[src/rtl/region_arb_pkg.sv]
// Shared types for the region read arbiter: FSM states, requester index and
// the {valid, idx} tag that follows each BRAM read to its requester.
package region_arb_pkg;

    localparam int MAX_NUM_REQ = 8;

    typedef enum logic {
        IDLE,
        OWN
    } arb_state_t;

    typedef logic [2:0] req_idx_t;

    typedef struct packed {
        logic     valid;
        req_idx_t idx;
    } tag_t;

endpackage

[src/rtl/region_arb_tagpipe.sv]
// Tag shift register matched to the BRAM read latency; at the last stage it
// registers the read data and raises the issuing requester's valid bit.
module region_arb_tagpipe
    import region_arb_pkg::*;
#(
    parameter int NUM_REQ      = 4,
    parameter int WIDTH        = 512,
    parameter int READ_LATENCY = 2
) (
    input  logic               clk,
    input  logic               reset,
    input  tag_t               i_tag,
    input  logic [WIDTH-1:0]   i_rdata,
    output logic [NUM_REQ-1:0] o_rvalid,
    output logic [WIDTH-1:0]   o_rdata
);

    tag_t               r_pipe [READ_LATENCY];
    tag_t               w_head;
    logic [NUM_REQ-1:0] w_onehot;

    assign w_head = r_pipe[READ_LATENCY-1];

    always_comb begin
        w_onehot = '0;
        for (int i = 0; i < NUM_REQ; i++) begin
            w_onehot[i] = w_head.valid && (w_head.idx == req_idx_t'(i));
        end
    end

    // Reset drops every in-flight tag so no stale valid escapes afterwards.
    always_ff @(posedge clk or negedge reset) begin
        if (!reset) begin
            for (int i = 0; i < READ_LATENCY; i++) begin
                r_pipe[i] <= '0;
            end
            o_rvalid <= '0;
            o_rdata  <= '0;
        end else begin
            r_pipe[0] <= i_tag;
            for (int i = 1; i < READ_LATENCY; i++) begin
                r_pipe[i] <= r_pipe[i-1];
            end
            o_rvalid <= w_onehot;
            if (w_head.valid) begin
                o_rdata <= i_rdata;
            end
        end
    end

endmodule

[src/rtl/region_read_arbiter.sv]
// Round-robin, burst-limited arbiter sharing one region BRAM read port.
// Optional per-requester grant/stall counters: define REGION_ARB_STATS_EN.
module region_read_arbiter
    import region_arb_pkg::*;
#(
    parameter int NUM_REQ      = 4,
    parameter int WIDTH        = 512,
    parameter int LOG2_DEPTH   = 10,
    parameter int READ_LATENCY = 2,
    parameter int MAX_BURST    = 8
) (
    input  logic                          clk,
    input  logic                          reset,
    input  logic [NUM_REQ-1:0]            req,
    input  logic [NUM_REQ*LOG2_DEPTH-1:0] req_addr,
    input  logic [NUM_REQ-1:0]            req_almostfull,
    output logic [NUM_REQ-1:0]            grant,
    output logic                          bram_re,
    output logic [LOG2_DEPTH-1:0]         bram_raddr,
    input  logic [WIDTH-1:0]              bram_rdata,
    output logic [NUM_REQ-1:0]            out_rvalid,
    output logic [WIDTH-1:0]              out_rdata
`ifdef REGION_ARB_STATS_EN
    ,
    output logic [NUM_REQ*32-1:0]         stat_grants,
    output logic [NUM_REQ*32-1:0]         stat_stalls
`endif
);

    arb_state_t         r_state, w_next_state;
    req_idx_t           r_owner, w_next_owner;
    req_idx_t           r_rr_ptr, w_next_ptr;
    logic [7:0]         r_burst_cnt, w_next_burst;
    logic               r_run;
    logic [NUM_REQ-1:0] w_elig;
    logic               w_owner_elig;
    req_idx_t           w_owner_inc;
    req_idx_t           w_start;
    req_idx_t           w_pick;
    logic               w_found;
    logic               w_keep;
    req_idx_t           w_winner;
    logic               w_do_grant;
    tag_t               w_tag;

    assign w_elig      = req & ~req_almostfull;
    assign w_owner_inc = (r_owner == req_idx_t'(NUM_REQ-1)) ? '0 : r_owner + 3'd1;
    assign w_start     = (r_state == OWN) ? w_owner_inc : r_rr_ptr;
    assign w_keep      = (r_state == OWN) && w_owner_elig && (r_burst_cnt < 8'(MAX_BURST));

    // First eligible requester at or after w_start, scanning with wrap.
    always_comb begin
        w_found      = 1'b0;
        w_pick       = '0;
        w_owner_elig = 1'b0;
        for (int i = 0; i < NUM_REQ; i++) begin
            if (r_owner == req_idx_t'(i)) begin
                w_owner_elig = w_elig[i];
            end
        end
        for (int s = 0; s < NUM_REQ; s++) begin
            if (w_start == req_idx_t'(s)) begin
                for (int k = NUM_REQ-1; k >= 0; k--) begin
                    if (w_elig[(s+k) % NUM_REQ]) begin
                        w_found = 1'b1;
                        w_pick  = req_idx_t'((s+k) % NUM_REQ);
                    end
                end
            end
        end
    end

    always_comb begin
        w_next_state = r_state;
        w_next_owner = r_owner;
        w_next_ptr   = r_rr_ptr;
        w_next_burst = r_burst_cnt;
        w_winner     = '0;
        w_do_grant   = 1'b0;
        if (w_keep) begin
            w_winner     = r_owner;
            w_do_grant   = 1'b1;
            w_next_burst = r_burst_cnt + 8'd1;
        end else begin
            if (r_state == OWN) begin
                w_next_ptr = w_owner_inc;
            end
            if (w_found) begin
                w_winner     = w_pick;
                w_do_grant   = 1'b1;
                w_next_state = OWN;
                w_next_owner = w_pick;
                w_next_burst = 8'd1;
            end else begin
                w_next_state = IDLE;
                w_next_burst = 8'd0;
            end
        end
    end

    // r_run keeps grants off while reset is low without routing reset into logic.
    always_comb begin
        grant      = '0;
        bram_raddr = '0;
        for (int i = 0; i < NUM_REQ; i++) begin
            if (w_do_grant && r_run && (w_winner == req_idx_t'(i))) begin
                grant[i]   = 1'b1;
                bram_raddr = req_addr[i*LOG2_DEPTH +: LOG2_DEPTH];
            end
        end
    end

    assign bram_re   = w_do_grant && r_run;
    assign w_tag     = '{valid: bram_re, idx: w_winner};

    always_ff @(posedge clk or negedge reset) begin
        if (!reset) begin
            r_state     <= IDLE;
            r_owner     <= '0;
            r_rr_ptr    <= '0;
            r_burst_cnt <= '0;
            r_run       <= 1'b0;
        end else begin
            r_run <= 1'b1;
            if (r_run) begin
                r_state     <= w_next_state;
                r_owner     <= w_next_owner;
                r_rr_ptr    <= w_next_ptr;
                r_burst_cnt <= w_next_burst;
            end
        end
    end

    region_arb_tagpipe #(
        .NUM_REQ      (NUM_REQ),
        .WIDTH        (WIDTH),
        .READ_LATENCY (READ_LATENCY)
    ) u_tagpipe (
        .clk      (clk),
        .reset    (reset),
        .i_tag    (w_tag),
        .i_rdata  (bram_rdata),
        .o_rvalid (out_rvalid),
        .o_rdata  (out_rdata)
    );

`ifdef REGION_ARB_STATS_EN
    logic [31:0] r_stat_grants [NUM_REQ];
    logic [31:0] r_stat_stalls [NUM_REQ];

    always_ff @(posedge clk or negedge reset) begin
        if (!reset) begin
            for (int i = 0; i < NUM_REQ; i++) begin
                r_stat_grants[i] <= '0;
                r_stat_stalls[i] <= '0;
            end
        end else begin
            for (int i = 0; i < NUM_REQ; i++) begin
                if (grant[i]) begin
                    r_stat_grants[i] <= r_stat_grants[i] + 32'd1;
                end
                if (req[i] && !grant[i]) begin
                    r_stat_stalls[i] <= r_stat_stalls[i] + 32'd1;
                end
            end
        end
    end

    for (genvar g = 0; g < NUM_REQ; g++) begin : g_stats
        assign stat_grants[g*32 +: 32] = r_stat_grants[g];
        assign stat_stalls[g*32 +: 32] = r_stat_stalls[g];
    end
`endif

endmodule

[config.mk]
export PLATFORM = sky130hd
export DESIGN_NAME = region_read_arbiter
export DESIGN_NICKNAME = d
export VERILOG_FILES = /design/src/rtl/region_arb_pkg.sv /design/src/rtl/region_arb_tagpipe.sv /design/src/rtl/region_read_arbiter.sv
export SDC_FILE = /design/constraint.sdc
export NUM_CORES = 1
export LEC_CHECK = 0
export BUFFER_PORTS_ARGS = -buffer_cell sky130_fd_sc_hd__buf_2
export CAP_MARGIN = 20
export CORE_AREA = 2 2 423 425
export CTS_CLUSTER_DIAMETER = 100
export CTS_CLUSTER_SIZE = 14
export DETAILED_ROUTE_END_ITERATION = 8
export DIE_AREA = 0 0 425 427
export HOLD_SLACK_MARGIN = 0.12
export PLACE_DENSITY = 0.38
export SLEW_MARGIN = 15
export SYNTH_ARGS = -nofsm -noshare
export SYNTH_HDL_FRONTEND = slang
export SYNTH_SLANG_ARGS = --single-unit
[constraint.sdc]
create_clock -name clk -period 4.23 [get_ports clk]
set_input_delay 0 -clock clk [delete_from_list [all_inputs] [get_ports clk]]
set_output_delay 0 -clock clk [all_outputs]
set_load 0.005 [all_outputs]
### After elaboration in Yosys (flattened, before gate mapping)

Index checks and enable logic that the tools add are counted.

| cells by class | value |
|---|---|
| $add $sub $neg | 2 |
| $lt $le $gt $ge | 1 |
| equal/unequal tests | 12 |
| mux-type cells | 60 |
| bitwise logic cells | 3 |
| reduce and logical (&&, ||, !) cells | 17 |

Operators with widths:

| kind | number |
|---|---|
| two-way mux 3 bit | 23 |
| two-way mux 10 bit | 4 |
| two-way mux 1 bit | 31 |
| == test 3 x 2 -> 1 bit, second input constant | 8 |
| == test 3 x 1 -> 1 bit, second input constant | 4 |
| zero test 3 bit | 4 |
| logical AND 1 bit | 11 |
| adder 8 x 1 -> 8 bit, second input constant | 1 |
| less-than comparator 8 x 4 -> 1 bit, second input constant | 1 |
| two-way mux 8 bit | 1 |
| AND 4 bit | 1 |
| NOT 4 bit | 1 |
| adder 3 x 1 -> 3 bit, second input constant | 1 |
| AND reduction 3 bit | 1 |
| two-way mux 2 bit | 1 |
| AND reduction 2 bit | 1 |
| NOT 1 bit | 1 |

| word-level totals | value |
|---|---|
| flip-flop bits (word level) | 540 |
| input port bits | 562 |
| output and inout port bits | 531 |
| logic and storage cells | 106 |

### Logic depth before layout (Yosys ltp)

Gate-level depths: netlist (run 1).

| logic depth | value |
|---|---|
| depth after elaboration | 30 |
| gate-level depth with buffers | 11 |
| depth with buffers taken out | 9 |

### Cells and area by module

Synthesis (run 1) repeated with hierarchy kept, for this count alone.

| unflattened totals | value |
|---|---|
| cells, all modules | 1250 |
| area, all modules | 20758.7 um2 |

Modules (own cells, without submodules):

| module | instances | cells each | area an instance (um2) | seq. area each (um2) |
|---|---|---|---|---|
| region_arb_tagpipe | 1 | 1097 | 19378.6 | 13112.6 |
| region_read_arbiter | 1 | 153 | 1380.1 | 375.4 |

### Worst setup path after synthesis (run 1)

Ideal clock, no wire load.

| timing path | value |
|---|---|
| path type | register to output |
| start | reg r_burst_cnt[4] |
| end | out bram_raddr[0] |
| data arrival time | 2.425 ns |
| required time | 4.230 ns |
| path slack | 1.805 ns |
| stages on the path, launching flop included | 10 |
| path buffers | 2 |
| cells stage by stage | dfrtp_1 > or4_1 > or3_1 > or3_1 > buf_2 > mux2i_4 > inv_2 > buf_6 > mux2i_1 > o22ai_1 |

| between the ends | value |
|---|---|
| cells in the longest elaborated chain, start to end | 9 |
| elaborated cells between the ends (all ways) | 17 |
| those cells by class | order compare: 1; eq/ne: 3; mux: 6; reduce/logical: 7 |

Ends and longest elaborated chain:

| item | line | source |
|---|---|---|
| from (decl) | region_read_arbiter.sv:33 | `logic [7:0] r_burst_cnt, w_next_burst;` |
| from (signal assigned) | region_read_arbiter.sv:129 | `r_burst_cnt <= w_next_burst;` |
| less-than comparator 8 x 4 -> 1 bit * | region_read_arbiter.sv:49 | `assign w_keep = (r_state == OWN) && w_owner_elig && (r_burst_cnt < 8'(MAX_BURST));` |
| logical AND 1 bit * | region_read_arbiter.sv:49 |  |
| two-way mux 3 bit / two-way mux 1 bit (equally long branches) | region_read_arbiter.sv:80 | `if (w_keep) begin` |
| zero test 3 bit / logical AND 1 bit (equally long branches) | region_read_arbiter.sv:106 | `if (w_do_grant && r_run && (w_winner == req_idx_t'(i))) begin` |
| logical AND 1 bit | region_read_arbiter.sv:106 |  |
| two-way mux 10 bit (3 in a row) | region_read_arbiter.sv:106 |  |
| two-way mux 10 bit * | region_read_arbiter.sv:106 |  |
| to (decl) | region_read_arbiter.sv:19 | `output logic [LOG2_DEPTH-1:0] bram_raddr,` |

Mark *: on every way between the ends. The rest lies on a longest branch, timed or not.

==> results of run 1 <==
## worst reg2reg max path, cell delays in order (launching register included)
cell and delay (ns):
dfrtp_1 0.43, inv_1 0.14, ha_1 0.40, a221oi_1 0.37, a21o_1 0.15, dlygate4sd3_1 0.58, nand2_1 0.06, dlygate4sd3_1 0.56
mux2i_1 0.13
## cells in the mapped netlist (2+ instances only)
cell type	number	share of area, %
o21ai_0	2	0.049
xnor2_1	2	0.086
inv_1	9	0.17
nand2_1	14	0.26
buf_6	2	0.11
nand3_1	2	0.049
o22ai_1	11	0.34
mux2i_1	20	0.98
clkbuf_1	58	1.1
nor2_1	9	0.17
nand4_1	2	0.062
nand2b_1	4	0.12
a211oi_1	3	0.11
dfrtp_1	537	66
a21oi_1	4	0.098
ha_1	5	0.31
and2_1	2	0.062
or3_1	2	0.062
buf_1	5	0.092
nor2b_1	4	0.12
a21o_1	2	0.074
a221oi_1	2	0.086
a2111oi_0	2	0.086
o31ai_1	3	0.11
mux2_2	513	28
## metrics by stage
step	hold WS, ns	util [%]	cells	area, um2	worst slack, ns
finish	0.175	22.4	5669	39800	0.247
global route	0.139	22.4	5661	39800	0.00879
CTS	0.121	22.4	5654	39700	0.0395
detailed placement	0.0529	16.3	4644	28800	0.577
global placement	0.0615	16.3	4644	28800	0.627
floorplan	-0.296	-	1240	20300	1.81
## worst max-delay path by stage
stage                    end  depth (start not counted)      startpoint
6_report       bram_raddr[9]                         10      r_owner[0]
5_1_grt        bram_raddr[0]                          9      r_owner[0]
4_1_cts        bram_raddr[0]                         10      r_owner[0]
3_5_place_dp   bram_raddr[0]                         10      r_owner[0]
3_3_place_gp   bram_raddr[0]                         10      r_owner[0]
2_1_floorplan  bram_raddr[0]                          9  r_burst_cnt[4]
## sequential cells by signal (all words and copies together) (netlist names)
name / count
u_tagpipe.r_pipe: 6
u_tagpipe.o_rvalid: 4
r_burst_cnt: 8
r_state: 1
r_rr_ptr: 3
r_owner: 2
u_tagpipe.o_rdata: 512
r_run: 1
## kinds of logic (layout without fill, tap and decap cells)
logic type	Yosys count	in the layout	share of synthesized area [%]
AOI/OAI and AO/OA	36	36	1.21
buffers and inverters	76	2135	1.48
and+or+nand+nor	47	47	1.22
xor gates and xnor gates	3	3	0.129
adders and majority gates	5	5	0.308
other	1	16	0.0184
DFF	537	537	66.1
muxes	535	535	29.6
## power by group
| part | internal, mW | switching, mW |
|---|---|---|
| sequential | 5.97 | 0.506 |
| combinational | 2.21 | 2.03 |
| clock | 2.29 | 2.36 |
## layer usage
| metal | GRT usage [%] | routed length, um | share of wire [%] | vias up |
|---|---|---|---|---|
| li1 | - | - | - | 8491 |
| met1 | 15.5 | 49600 | 39 | 9495 |
| met2 | 22.9 | 62900 | 49 | 622 |
| met3 | 6.20 | 13500 | 11 | 168 |
| met4 | 3.11 | 2460 | 1.9 | 8 |
| met5 | 0 | 56 | 0.044 | - |
## area by class of cell
type | instances | share of cell area (%)
Antenna cell | 15 | 0.0944
Clock inverter | 15 | 0.396
Tap cell | 2355 | 7.41
Sequential cell | 537 | 33.8
Inverter | 10 | 0.0944
Timing Repair Buffer | 2053 | 38.2
Clock buffer | 57 | 3.37
Multi-Input combinational cell | 627 | 16.6
## repair_timing
item | in CTS | in global routing
hold buffers | 938 | 0
gates resized for setup | 1 | 2
setup endpoints to repair | 3 | 3
gates cloned | 0 | 0
endpoints found under the hold margin | 1060 | 0
==> flow_summary.yaml, run 1 <==
floorplanning:
  io_pins: 1093
  core-area_um2: 177000
  die_h_um: 427
  start_util_pct: 11.5
  rows: 155
  die_w_um: 425
  die_area_um2: 181000
sta:
  max_clock_freq_mhz: 251
  finalSetupViolCount: 0
  tightest_slew_ns: 0.699
  period_needed_ns: 3.98
  setup_tns_ns: 0
  slew_headroom_pct: 53.4
  fin_skew_ns: 0.0317
  finalHoldViolCount: 0
  rsz0062_at_grt: "no"
  slew_violations: 0
  fin_crit_sh_pct: 94.1
grt:
  grt_pass1_vias: 19600
  track_usage_pct: 13.5
  grt_max_degree: 98
  antenna_found_initial: 64
  overflow: 0
  grt_pass1_wl_um: 170000
setup_path:
  reg2regPathDepth: 8
  crit_path_start_kind: "flip-flop"
  arrival_ns: 3.98
  path_max_fanout: 11
  end_kind: "primary output"
  regToRegSetupSlack_ns: 1.33
  r2r-end: "r_owner[0]"
  path_buf_inv: 3
  critPathSlowestCell: "dlygate4sd3_1"
  slowest_delay_ns: 0.58
  cp_cell_sequence: "inv_1 > ha_1 > nand3b_1 > nand3_1 > a21o_1 > dlygate4sd3_1 > a31o_2 > nand2b_1 > o22ai_1 > buf_2"
  critical_path_class: "flip-flop to primary output"
  reg2reg_from: "r_owner[0]"
  critical_path.top_delay_family: "buffers and inverters"
  critPathRequiredTime_ns: 4.23
hold_path:
  min_from: "bram_rdata[463]"
  hold_class: "input pin to flip-flop"
  hold_end: "u_tagpipe.o_rdata[463]"
  min_path_cells: 3
synth:
  synth_enable_flop_cells: 0
  syn_area_per_cell_um2: 16.4
  syn-num-nets: 1807
  synth_cell_types: 46
  async_reset_ff_share_pct: 100
  ys.warnings.count: 0
  ys_seq_area_share_pct: 66.1
  syn_inst: 1240
  synth-seq-cells: 537
  synth_ff_type: "dfrtp_1"
  syn-cell-area_um2: 20300
clocking:
  clock_latency_ns: 0.69
  cts_root_buffer: "clkbuf_16"
  clkSinkCount: 537
  clk_pin_slew_ns: 0.08
  cts_buffer_depth: 3
  cts_tree: "done"
  cts_setup_buffers: 0
  cts_inserted_buffers: 51
  htree_levels: 2
detailed_routing:
  first_pass_iters: 4
  avgViaCountPerCell: 3.31
  wl_per_cell_um: 22.7
  drc: 0
  vias: 18800
  finalWirelength_um: 129000
  drt_iter0_drc: 713
  ant_nets: 0
layout:
  multi_input_area_um2: 6610
  drive_gt1_share_pct: 51.6
  seqCellArea_um2: 13400
  final_common_cell: "buf_2"
  finalNetCount: 3847
  area_growth_syn_to_layout_pct: 95.6
  layout_common_cells: "buf_2 (1091), dlygate4sd3_1 (937), dfrtp_1 (536)"
  fill_cells: 19200
pwr:
  power_density_nw_per_um2: 386
  power.leakage_nw: 17.8
  peakVddDrop_uv: 268
  p_total_mw: 15.4
placement:
  place.gp.congestion: 1.00
  hpwl_um: 104000
  io_buffers: 1092
status:
  outcome: "completed"
run:
  maxCapViolations: 0
(Power assumes the default switching activity.)
==> run 2: changes to the inputs <==
==> constraint.sdc (replaced) <==
create_clock -name clk -period 4.99 [get_ports clk]
set_input_delay 0 -clock clk [delete_from_list [all_inputs] [get_ports clk]]
set_output_delay 0 -clock clk [all_outputs]
set_load 0.005 [all_outputs]
==> run 2 against run 1 <==
Global-route usage grew 0.16 points. Via count shrank 0.42%. Power shrank 15%. Die area is the same. Combinational power shrank 16%. Critical endpoint is now bram_raddr[0]. Largest cell class unchanged.
==> flow_summary.yaml, run 2 (same netlist as run 1, synthesis figures left out) <==
floorplanning:
  die_h_um: 427
  io_pins: 1093
  die_area_um2: 181000
  die_w_um: 425
  rows: 155
  core-area_um2: 177000
  start_util_pct: 11.5
layout:
  reg_top3: "u_tagpipe.o_rdata x512, r_burst_cnt x8, u_tagpipe.r_pipe x6"
  regMostFlops: "u_tagpipe.o_rdata"
  finalNetCount: 3830
  stdcell_count: 5655
  drive_gt1_share_pct: 51.6
  layout_common_cells: "buf_2 (1091), dlygate4sd3_1 (930), dfrtp_1 (536)"
  final_common_cell: "buf_2"
  postLayoutCellArea_um2: 39600
  fill_cells: 19200
  area_growth_syn_to_layout_pct: 94.6
  largest_reg_flops: 512
detailed_routing:
  finalWirelength_um: 130000
  vias: 18700
  drc: 0
  ant_nets: 0
  drt_iter0_drc: 659
  wl_per_cell_um: 23.0
  first_pass_iters: 4
  avgViaCountPerCell: 3.31
setup_path:
  crit_path_start_kind: "input pin"
  reg2regPathDepth: 7
  reg2reg_from: "r_owner[0]"
  r2r-end: "u_tagpipe.r_pipe[5]"
  regToRegSetupSlack_ns: 1.98
  critical_path.top_delay_family: "buffers and inverters"
  end_kind: "primary output"
  cp_cell_sequence: "dlygate4sd3_1 > buf_2 > nor2b_1 > dlygate4sd3_1 > nor2_1 > dlygate4sd3_1 > a2111oi_1 > mux2i_4 > inv_2 > mux2i_1 > o22ai_1 > buf_2"
  critical_path_class: "input pin to primary output"
  path_max_fanout: 21
  startpoint: "req_almostfull[3]"
  critPathSlowestCell: "a2111oi_1"
  arrival_ns: 4.59
  critPathRequiredTime_ns: 4.99
  path_depth: 12
  slowest_delay_ns: 0.77
  path_buf_inv: 6
  crit_top_cell: "dlygate4sd3_1"
  endpoint: "bram_raddr[0]"
placement:
  place_area_um2: 28700
  hpwl_um: 104000
  io_buffers: 1092
  dp.cells: 4634
  place.gp.congestion: 0.998
sta:
  tightest_slew_ns: 0.998
  slew_headroom_pct: 33.4
  finalSetupViolCount: 0
  finalHoldViolCount: 0
  setup_tns_ns: 0
  fin_skew_ns: 0.0622
  rsz0062_at_grt: "no"
  slew_violations: 0
  fin_crit_sh_pct: 92.0
  max_clock_freq_mhz: 218
  period_needed_ns: 4.59
clocking:
  htree_levels: 2
  cts_setup_buffers: 0
  cts_buffer_depth: 3
  clkSinkCount: 537
  cts_root_buffer: "clkbuf_16"
  clk_pin_slew_ns: 0.07
  cts_tree: "done"
  cts_inserted_buffers: 51
  clock_latency_ns: 0.70
status:
  outcome: "completed"
pwr:
  peakVddDrop_uv: 280
  power.leakage_nw: 17.7
  p_total_mw: 13.0
  power_density_nw_per_um2: 330
grt:
  antenna_found_initial: 61
  grt_pass1_vias: 19600
  grt_max_degree: 150
  overflow: 0
  grt_pass1_wl_um: 171000
  track_usage_pct: 13.7
run:
  maxCapViolations: 0
hold_path:
  hold_class: "input pin to flip-flop"
## run 2: worst min-delay path by stage
stage                               start                endpoint  slack [ns]  cells after the start
final                     bram_rdata[466]  u_tagpipe.o_rdata[466]        0.17                      3
after global routing      bram_rdata[339]  u_tagpipe.o_rdata[339]        0.13                      3
after CTS                 bram_rdata[294]  u_tagpipe.o_rdata[294]        0.12                      3
after detailed placement            reset  u_tagpipe.o_rdata[147]        0.12                      1
after global placement              reset  u_tagpipe.o_rdata[147]        0.13                      1
after floorplan                     reset          r_burst_cnt[0]       -0.30                      0
## run 2: power breakdown
| part | total [mW] | leakage, nW | internal, mW | switching [mW] |
|---|---|---|---|---|
| clock | 3.99 | 0.743 | 1.94 | 2.05 |
| sequential | 5.49 | 6.32 | 5.06 | 0.431 |
| combinational | 3.56 | 10.6 | 1.85 | 1.71 |
| total | 13.0 | 17.7 | 8.85 | 4.19 |
## run 2: timing repair
action / CTS / global route
setup endpoints to repair: 0 / 1
hold buffers: 931 / 0
hold endpoints to repair: 902 / 0
resized for setup: 0 / 1
## run 2: metal layers
metal  part of all wire [%]  wire length (um)  up-vias  track usage, %
met5                  0.044                57        -               0
met4                    2.0              2570        8            3.01
met3                     10             13600      182            6.25
met2                     49             63600      638            23.3
met1                     39             50000     9417            15.7
li1                       -                 -     8461               -
## run 2: cell type report
| type | instances | area [um2] | area share (%) |
|---|---|---|---|
| repair buffers | 2036 | 15000 | 37.8 |
| clock buffers | 57 | 1330 | 3.36 |
| multi-input cells | 627 | 6600 | 16.7 |
| diodes | 15 | 37.5 | 0.0949 |
| inverters | 10 | 37.5 | 0.0949 |
| clock inverters | 18 | 201 | 0.509 |
| flip-flops and latches | 537 | 13400 | 34.0 |
| well taps | 2355 | 2950 | 7.45 |
## run 2: worst min-delay path, cell delays in order
cell and delay, ns:
dlygate4sd3_1 0.58, buf_2 0.12, mux2_2 0.13
## run 2: per-stage QoR
stage	util [%]	hold slack, ns	setup slack (ns)
2_1_floorplan	-	-0.296	2.57
3_3_place_gp	16.2	0.130	1.10
3_5_place_dp	16.2	0.120	1.19
4_1_cts	22.3	0.121	0.151
5_1_grt	22.3	0.133	0.140
6_report	22.3	0.166	0.398
